$ cat config.mk
export PLATFORM = sky130hd
export DESIGN_NAME = instruction_encoder
export DESIGN_NICKNAME = d
export VERILOG_FILES = /design/src/rtl/instruction_encoder.sv
export SDC_FILE = /design/constraint.sdc
export NUM_CORES = 1
export LEC_CHECK = 0
export BUFFER_PORTS_ARGS = -buffer_cell sky130_fd_sc_hd__buf_4
export CORE_ASPECT_RATIO = 1.25
export CORE_UTILIZATION = 30
export CTS_BUF_LIST = sky130_fd_sc_hd__clkbuf_8
export DETAILED_ROUTE_END_ITERATION = 16
export SYNTH_ARGS = -nofsm -noshare
export SYNTH_HDL_FRONTEND = slang
export SYNTH_SLANG_ARGS = --single-unit
$ cat constraint.sdc
create_clock -name clk -period 4.8 [get_ports clk]
set_input_delay 0.48 -clock clk [delete_from_list [all_inputs] [get_ports clk]]
set_output_delay 0.48 -clock clk [all_outputs]
set_load 0.03 [all_outputs]
$ cat src/rtl/instruction_encoder.sv
// instruction_encoder: turns a command/addressing-mode pair plus operand into
// the matching NMOS 6502 byte stream (opcode, operand low, operand high),
// each byte tagged with a running write address for the program RAM.
module instruction_encoder #(
  parameter logic [15:0] RESET_ADDR = 16'h0000
) (
  input  logic        clk,
  input  logic        rst,
  input  logic        cmd_valid,
  output logic        cmd_ready,
  input  logic [5:0]  CMD,
  input  logic [3:0]  ADDRESS,
  input  logic [15:0] operand,
  input  logic        load_en,
  input  logic [15:0] load_addr,
  output logic        byte_valid,
  input  logic        byte_ready,
  output logic [7:0]  byte_data,
  output logic [15:0] byte_addr,
  output logic        last,
  output logic        err
);

  // Command codes (shared with the control_logic decoder)
  localparam logic [5:0] C_ADC = 6'd0,  C_AND = 6'd1,  C_ASL = 6'd2,  C_BCC = 6'd3;
  localparam logic [5:0] C_BCS = 6'd4,  C_BEQ = 6'd5,  C_BIT = 6'd6,  C_BMI = 6'd7;
  localparam logic [5:0] C_BNE = 6'd8,  C_BPL = 6'd9,  C_BRK = 6'd10, C_BVC = 6'd11;
  localparam logic [5:0] C_BVS = 6'd12, C_CLC = 6'd13, C_CLD = 6'd14, C_CLI = 6'd15;
  localparam logic [5:0] C_CLV = 6'd16, C_CMP = 6'd17, C_CPX = 6'd18, C_CPY = 6'd19;
  localparam logic [5:0] C_DEC = 6'd20, C_DEX = 6'd21, C_DEY = 6'd22, C_EOR = 6'd23;
  localparam logic [5:0] C_INC = 6'd24, C_INX = 6'd25, C_INY = 6'd26, C_JMP = 6'd27;
  localparam logic [5:0] C_JSR = 6'd28, C_LDA = 6'd29, C_LDX = 6'd30, C_LDY = 6'd31;
  localparam logic [5:0] C_LSR = 6'd32, C_NOP = 6'd33, C_ORA = 6'd34, C_PHA = 6'd35;
  localparam logic [5:0] C_PHP = 6'd36, C_PLA = 6'd37, C_PLP = 6'd38, C_ROL = 6'd39;
  localparam logic [5:0] C_ROR = 6'd40, C_RTI = 6'd41, C_RTS = 6'd42, C_SBC = 6'd43;
  localparam logic [5:0] C_SEC = 6'd44, C_SED = 6'd45, C_SEI = 6'd46, C_STA = 6'd47;
  localparam logic [5:0] C_STX = 6'd48, C_STY = 6'd49, C_TAX = 6'd50, C_TAY = 6'd51;
  localparam logic [5:0] C_TSX = 6'd52, C_TXA = 6'd53, C_TXS = 6'd54, C_TYA = 6'd55;
  localparam logic [5:0] C_ASLA = 6'd56, C_ROLA = 6'd57, C_LSRA = 6'd58, C_RORA = 6'd59;

  // Addressing-mode codes
  localparam logic [3:0] M_IMPL = 4'd0, M_ACC  = 4'd1, M_IMM  = 4'd2,  M_ZPG  = 4'd3;
  localparam logic [3:0] M_ZPGX = 4'd4, M_ZPGY = 4'd5, M_ABS  = 4'd6,  M_ABSX = 4'd7;
  localparam logic [3:0] M_ABSY = 4'd8, M_IND  = 4'd9, M_XIND = 4'd10, M_INDY = 4'd11;
  localparam logic [3:0] M_REL  = 4'd12;

  typedef enum logic [1:0] {IDLE, OP, LO, HI} state_t;

  // Arithmetic/load/store column pattern: opcode = group base + mode offset
  function automatic logic [8:0] grp_alu(input logic [7:0] base, input logic [3:0] m,
                                         input logic imm_ok);
    logic [8:0] r;
    r = '0;
    case (m)
      M_XIND: r = {1'b1, base + 8'h01};
      M_ZPG:  r = {1'b1, base + 8'h05};
      M_IMM:  r = {imm_ok, base + 8'h09};
      M_ABS:  r = {1'b1, base + 8'h0D};
      M_INDY: r = {1'b1, base + 8'h11};
      M_ZPGX: r = {1'b1, base + 8'h15};
      M_ABSY: r = {1'b1, base + 8'h19};
      M_ABSX: r = {1'b1, base + 8'h1D};
      default: r = '0;
    endcase
    return r;
  endfunction

  // Read-modify-write column pattern (shifts/rotates, INC, DEC)
  function automatic logic [8:0] grp_rmw(input logic [7:0] base, input logic [3:0] m,
                                         input logic acc_ok);
    logic [8:0] r;
    r = '0;
    case (m)
      M_ZPG:  r = {1'b1, base + 8'h06};
      M_ACC:  r = {acc_ok, base + 8'h0A};
      M_ABS:  r = {1'b1, base + 8'h0E};
      M_ZPGX: r = {1'b1, base + 8'h16};
      M_ABSX: r = {1'b1, base + 8'h1E};
      default: r = '0;
    endcase
    return r;
  endfunction

  // Returns {legal, opcode} for a command/mode pair
  function automatic logic [8:0] encode(input logic [5:0] c, input logic [3:0] m);
    logic [8:0] r;
    logic impl, rel;
    impl = (m == M_IMPL);
    rel  = (m == M_REL);
    r = '0;
    case (c)
      C_ORA: r = grp_alu(8'h00, m, 1'b1);
      C_AND: r = grp_alu(8'h20, m, 1'b1);
      C_EOR: r = grp_alu(8'h40, m, 1'b1);
      C_ADC: r = grp_alu(8'h60, m, 1'b1);
      C_STA: r = grp_alu(8'h80, m, 1'b0);
      C_LDA: r = grp_alu(8'hA0, m, 1'b1);
      C_CMP: r = grp_alu(8'hC0, m, 1'b1);
      C_SBC: r = grp_alu(8'hE0, m, 1'b1);
      C_ASL: r = grp_rmw(8'h00, m, 1'b1);
      C_ROL: r = grp_rmw(8'h20, m, 1'b1);
      C_LSR: r = grp_rmw(8'h40, m, 1'b1);
      C_ROR: r = grp_rmw(8'h60, m, 1'b1);
      C_DEC: r = grp_rmw(8'hC0, m, 1'b0);
      C_INC: r = grp_rmw(8'hE0, m, 1'b0);
      C_ASLA: r = {impl || m == M_ACC, 8'h0A};
      C_ROLA: r = {impl || m == M_ACC, 8'h2A};
      C_LSRA: r = {impl || m == M_ACC, 8'h4A};
      C_RORA: r = {impl || m == M_ACC, 8'h6A};
      C_BPL: r = {rel, 8'h10};
      C_BMI: r = {rel, 8'h30};
      C_BVC: r = {rel, 8'h50};
      C_BVS: r = {rel, 8'h70};
      C_BCC: r = {rel, 8'h90};
      C_BCS: r = {rel, 8'hB0};
      C_BNE: r = {rel, 8'hD0};
      C_BEQ: r = {rel, 8'hF0};
      C_BIT: r = (m == M_ZPG) ? 9'h124 : (m == M_ABS) ? 9'h12C : 9'h000;
      C_JMP: r = (m == M_ABS) ? 9'h14C : (m == M_IND) ? 9'h16C : 9'h000;
      C_JSR: r = {m == M_ABS, 8'h20};
      C_CPX: r = (m == M_IMM) ? 9'h1E0 : (m == M_ZPG) ? 9'h1E4 : (m == M_ABS) ? 9'h1EC : 9'h000;
      C_CPY: r = (m == M_IMM) ? 9'h1C0 : (m == M_ZPG) ? 9'h1C4 : (m == M_ABS) ? 9'h1CC : 9'h000;
      C_LDX: r = (m == M_IMM) ? 9'h1A2 : (m == M_ZPG) ? 9'h1A6 : (m == M_ZPGY) ? 9'h1B6 :
                 (m == M_ABS) ? 9'h1AE : (m == M_ABSY) ? 9'h1BE : 9'h000;
      C_LDY: r = (m == M_IMM) ? 9'h1A0 : (m == M_ZPG) ? 9'h1A4 : (m == M_ZPGX) ? 9'h1B4 :
                 (m == M_ABS) ? 9'h1AC : (m == M_ABSX) ? 9'h1BC : 9'h000;
      C_STX: r = (m == M_ZPG) ? 9'h186 : (m == M_ZPGY) ? 9'h196 : (m == M_ABS) ? 9'h18E : 9'h000;
      C_STY: r = (m == M_ZPG) ? 9'h184 : (m == M_ZPGX) ? 9'h194 : (m == M_ABS) ? 9'h18C : 9'h000;
      C_BRK: r = {impl, 8'h00};
      C_PHP: r = {impl, 8'h08};
      C_CLC: r = {impl, 8'h18};
      C_PLP: r = {impl, 8'h28};
      C_SEC: r = {impl, 8'h38};
      C_RTI: r = {impl, 8'h40};
      C_PHA: r = {impl, 8'h48};
      C_CLI: r = {impl, 8'h58};
      C_RTS: r = {impl, 8'h60};
      C_PLA: r = {impl, 8'h68};
      C_SEI: r = {impl, 8'h78};
      C_DEY: r = {impl, 8'h88};
      C_TXA: r = {impl, 8'h8A};
      C_TYA: r = {impl, 8'h98};
      C_TXS: r = {impl, 8'h9A};
      C_TAY: r = {impl, 8'hA8};
      C_TAX: r = {impl, 8'hAA};
      C_CLV: r = {impl, 8'hB8};
      C_TSX: r = {impl, 8'hBA};
      C_INY: r = {impl, 8'hC8};
      C_DEX: r = {impl, 8'hCA};
      C_CLD: r = {impl, 8'hD8};
      C_INX: r = {impl, 8'hE8};
      C_NOP: r = {impl, 8'hEA};
      C_SED: r = {impl, 8'hF8};
      default: r = '0;
    endcase
    return r;
  endfunction

  state_t      state, next_state;
  logic [5:0]  cmd_q;
  logic [3:0]  mode_q;
  logic [15:0] operand_q;
  logic [15:0] counter;
  logic [8:0]  enc_in, enc_q;
  logic [1:0]  len_q;
  logic        accept, handshake;

  assign enc_in    = encode(CMD, ADDRESS);
  assign enc_q     = encode(cmd_q, mode_q);
  assign accept    = cmd_valid && cmd_ready;
  assign handshake = byte_valid && byte_ready;
  assign byte_addr = counter;

  // Instruction length follows from the registered addressing mode
  always_comb begin
    len_q = 2'd2;
    case (mode_q)
      M_IMPL, M_ACC:                len_q = 2'd1;
      M_ABS, M_ABSX, M_ABSY, M_IND: len_q = 2'd3;
      default:                      len_q = 2'd2;
    endcase
  end

  // State register
  always_ff @(posedge clk or posedge rst) begin
    if (rst) state <= IDLE;
    else     state <= next_state;
  end

  // Next-state and byte-stream outputs
  always_comb begin
    next_state = state;
    cmd_ready  = 1'b0;
    byte_valid = 1'b0;
    byte_data  = '0;
    last       = 1'b0;
    case (state)
      IDLE: begin
        cmd_ready = 1'b1;
        if (cmd_valid && enc_in[8]) next_state = OP;
      end
      OP: begin
        byte_valid = 1'b1;
        byte_data  = enc_q[7:0];
        last       = (len_q == 2'd1);
        if (byte_ready) next_state = last ? IDLE : LO;
      end
      LO: begin
        byte_valid = 1'b1;
        byte_data  = operand_q[7:0];
        last       = (len_q == 2'd2);
        if (byte_ready) next_state = last ? IDLE : HI;
      end
      HI: begin
        byte_valid = 1'b1;
        byte_data  = operand_q[15:8];
        last       = 1'b1;
        if (byte_ready) next_state = IDLE;
      end
      default: next_state = IDLE;
    endcase
  end

  // Capture the request on accept; flag illegal pairs one cycle later
  always_ff @(posedge clk or posedge rst) begin
    if (rst) begin
      cmd_q     <= '0;
      mode_q    <= '0;
      operand_q <= '0;
      err       <= 1'b0;
    end else begin
      err <= accept && !enc_in[8];
      if (accept) begin
        cmd_q     <= CMD;
        mode_q    <= ADDRESS;
        operand_q <= operand;
      end
    end
  end

  // Write-address counter: load only while idle, step on each byte handshake
  always_ff @(posedge clk or posedge rst) begin
    if (rst)                          counter <= RESET_ADDR;
    else if (state == IDLE && load_en) counter <= load_addr;
    else if (handshake)               counter <= counter + 16'd1;
  end

endmodule

==> flow_summary.toml <==
[synthesis]
async_reset_ff_share_pct = 100
synth-edff-count = 0
syn_inst = 578
ys_seq_elements = 45
syn_area_per_cell_um2 = 7.68
syn_nets = 631
ys_warn_count = 0
synth-main-ff-cell = "dfrtp_1"
ys_seq_area_share_pct = 25.4
syn_area_um2 = 4440
netlist-cell-type-count = 73

[critical_path]
required_ps = 4320
rr_worst_depth = 6
r2r-end = "byte_addr[7]$_DFFE_PP0P_"
rrSetupSlack_ps = 2560
crit_type = "reg -> out"
endpoint_kind = "primary output"
path_max_fanout = 26
cp_data_arrival_time_ps = 3100
timing.rr.start = "state[1]$_DFFE_PP0P_"
start_kind = "register"

[cts]
htree_levels = 2
post_cts_resized = 0
cts_setup_buffers = 0
clockRootBuffer = "clkbuf_8"
cts.path.max_buffers = 2
worstSkewPairLatency_ps = 300
numCtsBuffers = 5
holdBufCountCts = 0
clock_sinks = 45
path_clk_slew_ps = 90
cts_tree = "yes"

[power_and_ir_drop]
p_per_area_nw_per_um2 = 673
leakagePower_nw = 2.02
ir_drop_v = 0.000497
total_power_w = 0.00343

[grt]
grt_pass1_wl_mm = 23.5
antenna_found_initial = 0
grt-ovfl-total = 0
grt_max_degree = 46
grt_pass1_vias = 4508
track_usage_pct = 18.7

[detailed_routing]
antenna_left = 0
viasPerCell = 5.89
dr.pass1.iters = 6
avgRoutedWirePerCell_um = 18.4
drt_first_iter_violations = 324
vias = 4639
routed_wl_mm = 14.5
drcViolationCount = 0

[sta]
finalSetupTns_ps = 0
slew_violations = 0
slew_headroom_pct = 36.3
fmax_ghz = 0.279
tightest_slew_ps = 954
setup_viol = 0
whs_ps = 376
min_period_over_period_pct = 74.6
period_needed_ps = 3580
hold_violations = 0
rsz0062_at_grt = "false"
clock_skew_ps = 5.73

[final_layout]
area_growth_pct = 15.0
fin_nets = 662
antenna_cells = 0
drive_gt1_share_pct = 20.5
n_fill_cell = 1505

[place]
portBuffers = 74
dpl.hpwl_mm = 10.9
place_congestion = 0.897

[min_path]
whs_path_depth = 3
hold_class = "in -> reg"
min_to = "byte_addr[7]$_DFFE_PP0P_"
min_from = "load_addr[7]"

[floorplan]
die_w_um = 111
start_util_pct = 30.8
die_area_um2 = 15300
rows = 49
die_h_um = 138
core_um2 = 14400
boundaryPins = 75

[outcome]
status = "finished clean"

[run]
drv_cap = 0
## worst max-delay path, cell delays in order, from the launching register on
cell       delay (ps)
dfrtp_1           830
nand2b_1          450
or3_1             230
nor3b_1            60
a2111oi_0         580
o2111a_1          300
a41oi_1           150
buf_4             200
## routing by layer
layer / GRT usage (%) / vias to the layer above / share of wire (%)
met1: 22.3 / 2230 / 41
met5: 0 / - / 0
met2: 33.4 / 166 / 50
li1: - / 2211 / -
met3: 2.59 / 32 / 4.8
met4: 7.79 / 0 / 3.8
## cell families (layout without fill, tap and decap cells)
group,count (synthesis),after routing,share of synthesized area [%]
compound gates,181,181,27.9
xor+xnor,10,10,1.97
fa+ha+maj,6,6,1.69
buf+inv,76,108,7.80
flops,45,45,25.4
mux,37,37,9.18
simple gates,223,223,26.1
## per-stage QoR
step,cells,util (%),area (um2),setup slack (ps)
finish,788,35.4,5110,1220
global placement,780,34.6,4990,1540
detailed placement,780,34.6,4990,1600
CTS,788,35.4,5110,1250
global route,788,35.4,5110,1010
floorplan,578,-,4440,2080
## power breakdown
part	internal (W)	leakage [nW]	switching (W)
Combinational	0.000877	1.42	0.00131
Clock	0.000168	0.0626	0.000137
Sequential	0.000561	0.542	0.000379
## worst max path at each step
stage | from | to | slack (ps) | cells after the start
after floorplan | mode_q[1]$_DFFE_PP0P_ | byte_data[7] | 2080 | 8
after global placement | cmd_q[5]$_DFFE_PP0P_ | byte_data[3] | 1540 | 7
after detailed placement | cmd_q[5]$_DFFE_PP0P_ | byte_data[3] | 1600 | 7
after CTS | cmd_q[5]$_DFFE_PP0P_ | byte_data[3] | 1250 | 7
after global routing | cmd_q[5]$_DFFE_PP0P_ | byte_data[3] | 1010 | 7
final | cmd_q[5]$_DFFE_PP0P_ | byte_data[3] | 1220 | 7
## final cells by class
cell class                      instances  area, um2  share of cell area, %
Clock inverter                          2       33.8                  0.662
Sequential cell                        45       1130                   22.1
Inverter                               21       78.8                   1.54
Tap cell                              178        223                   4.36
Timing Repair Buffer                   79        593                   11.6
Clock buffer                            6       82.6                   1.62
Multi-Input combinational cell        457       2970                   58.1
## cells in the mapped netlist, types with 6 or more instances
master | n | share of area [%]
a21oi_1 | 36 | 4.1
a221o_1 | 7 | 1.6
a22oi_1 | 6 | 1.0
a31oi_1 | 15 | 2.1
and2_1 | 6 | 0.85
and3_1 | 9 | 1.3
buf_2 | 31 | 3.5
clkbuf_1 | 17 | 1.4
dfrtp_1 | 45 | 25
ha_1 | 6 | 1.7
inv_1 | 21 | 1.8
mux2_2 | 30 | 7.6
mux2i_1 | 7 | 1.6
nand2_1 | 54 | 4.6
nand2b_1 | 21 | 3.0
nand3_1 | 19 | 2.1
nor2_1 | 42 | 3.5
nor2b_1 | 10 | 1.4
nor3_1 | 17 | 1.9
nor4_1 | 11 | 1.5
o211ai_1 | 6 | 1.0
o21ai_0 | 31 | 3.5
o21ai_1 | 8 | 0.90
o22ai_1 | 13 | 1.8
## registers in the layout, indices dropped and copies added, names as in the netlist
name	count
mode_q	4
cmd_q	6
byte_addr	16
state	2
operand_q	16
err	1
## cells in the final DEF, fill, tap and decap left out, drive strengths merged, types with 4 or more instances in the layout
| cell type | Yosys | final |
|---|---|---|
| and3 | 9 | 9 |
| o211ai | 6 | 6 |
| a211oi | 4 | 4 |
| ha | 6 | 6 |
| xor2 | 5 | 5 |
| o22ai | 13 | 13 |
| and2 | 6 | 6 |
| a221o | 7 | 7 |
| nor3 | 17 | 17 |
| inv | 21 | 22 |
| nor4 | 12 | 12 |
| mux2 | 30 | 30 |
| mux2i | 7 | 7 |
| nor3b | 5 | 5 |
| a22oi | 6 | 6 |
| a31oi | 15 | 15 |
| a21oi | 36 | 36 |
| o21ai | 39 | 39 |
| nor2b | 10 | 10 |
| o32ai | 5 | 5 |
| xnor2 | 5 | 5 |
| buf | 38 | 79 |
| dfrtp | 45 | 45 |
| nand4 | 5 | 5 |
| clkbuf | 17 | 6 |
| a22o | 4 | 4 |
| nand3 | 19 | 19 |
| nand2 | 54 | 54 |
| nor2 | 43 | 43 |
| nand2b | 22 | 22 |
| or3 | 5 | 5 |
Note: power is estimated with default switching activity, not from simulation.
